**config.mk**
```make
export PLATFORM = sky130hd
export DESIGN_NAME = mem_port_arbiter
export DESIGN_NICKNAME = d
export VERILOG_FILES = /design/src/rtl/mem_port_arbiter_pkg.sv /design/src/rtl/mem_arb_watchdog.sv /design/src/rtl/mem_port_arbiter.sv
export SDC_FILE = /design/constraint.sdc
export NUM_CORES = 1
export LEC_CHECK = 0
export BUFFER_PORTS_ARGS = -buffer_cell sky130_fd_sc_hd__buf_2
export CELL_PAD_IN_SITES_DETAIL_PLACEMENT = 1
export CELL_PAD_IN_SITES_GLOBAL_PLACEMENT = 2
export CORE_MARGIN = 2
export CORE_UTILIZATION = 19
export DETAILED_ROUTE_END_ITERATION = 10
export PLACE_DENSITY_LB_ADDON = 0.08
export RECOVER_POWER = 100
export SLEW_MARGIN = 20
export SYNTH_ARGS = -nofsm -noshare
export SYNTH_HDL_FRONTEND = slang
export SYNTH_HIERARCHICAL = 1
export SYNTH_SLANG_ARGS = --single-unit
```
**constraint.sdc**
```tcl
create_clock -name clock -period 2 [get_ports clock]
set_clock_uncertainty 0.1 [all_clocks]
set_input_delay 0.2 -clock clock [delete_from_list [all_inputs] [get_ports clock]]
set_output_delay 0.2 -clock clock [all_outputs]
set_load 0.02 [all_outputs]
```
**src/rtl/mem_port_arbiter_pkg.sv**
```systemverilog
// ============================================================================
// mem_port_arbiter_pkg : shared state encodings and defaults for the arbiter
// Revision: 1.0
// ============================================================================
`default_nettype none

package mem_port_arbiter_pkg;

  typedef enum logic [1:0] {
    ARB_IDLE    = 2'd0,
    ARB_DATA    = 2'd1,
    ARB_INSTR   = 2'd2,
    ARB_DISCARD = 2'd3
  } arb_state_e;

  localparam int unsigned TIMEOUT_CYCLES_DEFAULT = 255;
  localparam logic [3:0]  BE_WORD                = 4'hF;

endpackage

`default_nettype wire

```
**src/rtl/mem_arb_watchdog.sv**
```systemverilog
// ============================================================================
// mem_arb_watchdog : busy-cycle counter with terminal-count flag
// Revision: 1.0
// ============================================================================
`default_nettype none

module mem_arb_watchdog
  import mem_port_arbiter_pkg::*;
#(
  parameter int unsigned LIMIT = TIMEOUT_CYCLES_DEFAULT
) (
  input  logic clock,
  input  logic reset,
  input  logic clear,
  input  logic enable,
  output logic terminal
);

  localparam int W = $clog2(LIMIT + 1);

  logic [W-1:0] count_q;
  logic [W-1:0] count_d;

  assign terminal = (count_q == W'(LIMIT));

  // Saturate at the limit so a stuck enable can never wrap past it.
  always_comb begin
    count_d = count_q;
    if (clear) begin
      count_d = '0;
    end else if (enable && !terminal) begin
      count_d = count_q + 1'b1;
    end
  end

  always_ff @(posedge clock) begin
    if (!reset) begin
      count_q <= '0;
    end else begin
      count_q <= count_d;
    end
  end

endmodule

`default_nettype wire

```
**src/rtl/mem_port_arbiter.sv**
```systemverilog
// ============================================================================
// mem_port_arbiter : shares one memory bus between fetch and data access
// Revision: 1.0
// ============================================================================
`default_nettype none

module mem_port_arbiter
  import mem_port_arbiter_pkg::*;
#(
  parameter int unsigned TIMEOUT_CYCLES = TIMEOUT_CYCLES_DEFAULT
) (
  input  logic        clock,
  input  logic        reset,
  input  logic        if_req,
  input  logic [31:0] if_addr,
  input  logic        if_flush,
  output logic [31:0] if_rdata,
  output logic        if_valid,
  output logic        instr_stall,
  input  logic        mem_req,
  input  logic        mem_we,
  input  logic [31:0] mem_addr,
  input  logic [31:0] mem_wdata,
  input  logic [3:0]  mem_be,
  output logic [31:0] mem_rdata,
  output logic        memReady,
  output logic        bus_req,
  output logic        bus_we,
  output logic [31:0] bus_addr,
  output logic [31:0] bus_wdata,
  output logic [3:0]  bus_be,
  input  logic [31:0] bus_rdata,
  input  logic        bus_ack,
  output logic        bus_err
);

  arb_state_e  state_q, state_d;
  logic        bus_req_q, bus_req_d;
  logic        bus_we_q, bus_we_d;
  logic [31:0] bus_addr_q, bus_addr_d;
  logic [31:0] bus_wdata_q, bus_wdata_d;
  logic [3:0]  bus_be_q, bus_be_d;

  logic        busy;
  logic        wd_terminal;
  logic        timeout;
  logic        done;
  logic [31:0] rsp_data;

  assign busy     = (state_q != ARB_IDLE);
  // A real ack in the terminal cycle still delivers its data without error.
  assign timeout  = busy & wd_terminal & ~bus_ack;
  assign done     = busy & (bus_ack | timeout);
  assign rsp_data = bus_ack ? bus_rdata : 32'h0;

  mem_arb_watchdog #(
    .LIMIT (TIMEOUT_CYCLES)
  ) u_watchdog (
    .clock    (clock),
    .reset    (reset),
    .clear    (state_d != state_q),
    .enable   (busy & ~bus_ack),
    .terminal (wd_terminal)
  );

  always_comb begin
    state_d     = state_q;
    bus_req_d   = bus_req_q;
    bus_we_d    = bus_we_q;
    bus_addr_d  = bus_addr_q;
    bus_wdata_d = bus_wdata_q;
    bus_be_d    = bus_be_q;
    case (state_q)
      ARB_IDLE: begin
        if (mem_req) begin
          state_d     = ARB_DATA;
          bus_req_d   = 1'b1;
          bus_we_d    = mem_we;
          bus_addr_d  = mem_addr;
          bus_wdata_d = mem_wdata;
          bus_be_d    = mem_be;
        end else if (if_req && !if_flush) begin
          state_d     = ARB_INSTR;
          bus_req_d   = 1'b1;
          bus_we_d    = 1'b0;
          bus_addr_d  = if_addr;
          bus_wdata_d = 32'h0;
          bus_be_d    = BE_WORD;
        end
      end
      ARB_DATA: begin
        if (done) state_d = ARB_IDLE;
      end
      ARB_INSTR: begin
        if (if_flush) begin
          state_d = done ? ARB_IDLE : ARB_DISCARD;
        end else if (done) begin
          state_d = ARB_IDLE;
        end
      end
      ARB_DISCARD: begin
        if (done) state_d = ARB_IDLE;
      end
      default: state_d = ARB_IDLE;
    endcase
    if (state_d == ARB_IDLE) bus_req_d = 1'b0;
  end

  always_ff @(posedge clock) begin
    if (!reset) begin
      state_q     <= ARB_IDLE;
      bus_req_q   <= 1'b0;
      bus_we_q    <= 1'b0;
      bus_addr_q  <= 32'h0;
      bus_wdata_q <= 32'h0;
      bus_be_q    <= 4'h0;
    end else begin
      state_q     <= state_d;
      bus_req_q   <= bus_req_d;
      bus_we_q    <= bus_we_d;
      bus_addr_q  <= bus_addr_d;
      bus_wdata_q <= bus_wdata_d;
      bus_be_q    <= bus_be_d;
    end
  end

  assign bus_req     = bus_req_q;
  assign bus_we      = bus_we_q;
  assign bus_addr    = bus_addr_q;
  assign bus_wdata   = bus_wdata_q;
  assign bus_be      = bus_be_q;
  assign bus_err     = timeout;

  assign if_valid    = (state_q == ARB_INSTR) & done & ~if_flush;
  assign if_rdata    = rsp_data;
  assign instr_stall = if_req & ~if_valid;
  assign memReady    = ~mem_req | ((state_q == ARB_DATA) & done);
  assign mem_rdata   = rsp_data;

endmodule

`default_nettype wire
```
==> reports/results.tsv <==
metric	value	unit
hp-start	mem_wdata[24]	
finalHoldViolations	0	
final_area	0.00563	mm2
placed_cell_area	0.00540	mm2
synth_edf_count	0	
final_common_cell	buf_2	
start_util	19.2	%
synth-async-reset-ratio	0	%
crit_path_end_kind	output port	
rsz0062_at_grt	true	
r2r-end	u_watchdog/count_q[3]$_SDFFE_PP0P_	
synth_seq_cells	80	
hold_depth	3	
cp.required	1700	ps
yosysUniqueCellTypes	37	
fp.dieArea	0.0215	mm2
grt_overflow_total	0	
drv_slew	0	
power_density	808	mW/mm2
power	4.55	mW
rrSetupSlack	60	ps
max_slew_margin	63.8	%
ys_seq_area_share	41.4	%
die_x	147	um
power.clock.fraction	38.5	%
critPathLaunch	u_watchdog/count_q[0]$_SDFFE_PP0P_	
drive_gt1_share	34.7	%
tightest_slew	544	ps
synth_cells	408	
tns	0	ps
multi_input_area	0.00191	mm2
cpPeakStageDelay	350	ps
cts_tree	built	
clock_path_buffers	2	
switching_share	32.1	%
cp_slowest_cell	dfxtp_2	
dr_total_vias	3966	
regToRegStartpoint	u_watchdog/count_q[0]$_SDFFE_PP0P_	
grt_pass1_wl	21400	um
outcome	completed	
ys_top_cells_by_area	dfxtp_1, mux2i_1, o211a_1	
crit_chain	ha_4 -> and3_4 -> and2_4 -> nor2_4 -> nor4b_4 -> nor2b_1 -> buf_4	
portBuffers	276	
cts_buffers	9	
cts-root-buf	clkbuf_16	
crit_type	reg -> out	
path_clk_slew	70	ps
pin_count	277	
area_growth	45.6	%
dr.first_iter.drc_count	112	
min_period	1970	ps
reg2reg_depth	9	
drt-pass1-iter-count	4	
placedCellCount	912	
synthFlopType	dfxtp_1	
synth_top_area_share	41.4	%
grt_pass1_vias	3924	
antenna_found_initial	5	
final_nets	795	
comb_power_share	22.2	%
ctsHtreeMaxLevel	3	
setup_violations	0	
core-area	0.0201	mm2
clock-sinks	80	
synth_area	0.00387	mm2
yosys.area.top_type	dfxtp_1	
switchingPower	1.46	mW
ant_nets	0	
final_cell_count_no_fill	936	
clk_latency	340	ps
avgViaCountPerCell	4.24	
place_congestion	0.787	
seq_power_share	39.3	%
dieHeight	147	um
hp-class	in -> reg	
synth_fp_nets	548	
grt_max_degree	47	
p_leak	2.71	nW
hold_end	bus_wdata[24]$_SDFFE_PN0P_	
layout_common_cells	buf_2, clkbuf_1, dfxtp_1	
ir_drop	0.387	mV
yosys_warnings	6	
synth_area_per_cell	9.48	um2
crit_path_max_fanout	3	
fmaxAchievable	0.507	GHz
timing.final.crit_share	98.6	%
regArea	0.00161	mm2
grt_use_total	12.7	%
max_cap_viol_count	0	
critPathLaunchType	flop	
hpwl	11100	um
cp.arrival	1670	ps
routed_wl	14300	um
intPower	3.09	mW
wl_per_cell	15.3	um
fillCellCount	2486	
drc_errors	0	
floorplan.rows	52	
-- area by class of cell --
class	instances	share of cell area (%)
repair buffers	299	25.6
flip-flops and latches	80	28.5
clock inverters	7	1.56
diodes	6	0.267
well taps	270	6.00
clock buffers	9	4.00
multi-input cells	262	33.9
inverters	3	0.200
-- how the worst max path moves through the flow --
| stage | slack [ps] | end | cells after the start |
|---|---|---|---|
| floorplan | 40 | u_watchdog/count_q[3]$_SDFFE_PP0P_ | 8 |
| global placement | 80 | u_watchdog/count_q[3]$_SDFFE_PP0P_ | 8 |
| detailed placement | 50 | u_watchdog/count_q[3]$_SDFFE_PP0P_ | 8 |
| CTS | -70 | instr_stall | 7 |
| global route | -100 | instr_stall | 7 |
| finish | 30 | instr_stall | 7 |
-- routing by layer --
metal / up-vias / GRT usage [%] / share of wire [%] / wire [um]
li1: 1909 / - / - / -
met1: 1839 / 13.8 / 40 / 5670
met2: 195 / 22.3 / 49 / 6990
met3: 23 / 3.88 / 8.6 / 1230
met4: 0 / 6.60 / 3.0 / 428
met5: - / 0 / 0 / 0
-- sequential cells by signal, summed over array words and instances (netlist names) --
name,count
u_watchdog/count_q,8
bus_we,1
state_q,2
bus_addr,32
bus_be,4
bus_req,1
bus_wdata,32
-- metrics by stage --
step / util (%) / hold WS [ps] / setup WS (ps)
final: 28.0 / 12.7 / 28.2
after global routing: 28.0 / 10.8 / -104
after CTS: 28.7 / 0.119 / -66.6
after detailed placement: 26.9 / 368 / 47.4
after global placement: 26.9 / 361 / 79.4
after floorplan: - / 271 / 39.8
-- timing repair --
action | 4_1_cts | 5_1_grt
resized for setup | 9 | 3
pin swaps | 4 | 4
endpoints found under the setup margin | 3 | 6
hold endpoints to repair | 1 | 0
buffers inserted | 2 | 0
hold buffers | 1 | 0
cloned | 0 | 0
-- kinds of logic after synthesis --
family / synth area share (%)
muxes: 8.80
AOI/OAI and AO/OA: 19.7
DFF: 41.4
adders and majority gates: 0.324
and+or+nand+nor: 19.2
buffers and inverters: 10.6
-- power by group through the flow --
stage,Clock [mW],Combinational [mW],Sequential [mW]
6_report,1.75,1.01,1.79
5_1_grt,1.87,1.11,1.81
4_1_cts,1.82,1.09,1.79
3_5_place_dp,0,1.09,1.82
3_3_place_gp,0,1.08,1.82
2_1_floorplan,0,0.522,1.97
-- critical path, delay by kind of cell, from the launching register on --
kind	cells	cell delay (ps)
and+or+nand+nor	5	680
DFF	1	350
buffers and inverters	1	160
adders and majority gates	1	140
-- cell usage after synthesis (2+ instances only) --
master,instances
nand2_1,39
mux2i_1,34
buf_4,33
nand2b_1,3
a22oi_1,34
and4_1,2
a21oi_1,10
nor2_1,3
nor2b_1,38
o221a_2,4
and2_1,35
nor3_1,5
buf_6,2
nand4_1,2
clkbuf_1,11
inv_1,3
dfxtp_1,80
o21ai_0,4
buf_2,16
o211a_1,32
and3_1,2
No activity file was read; power rests on OpenSTA's default activity.
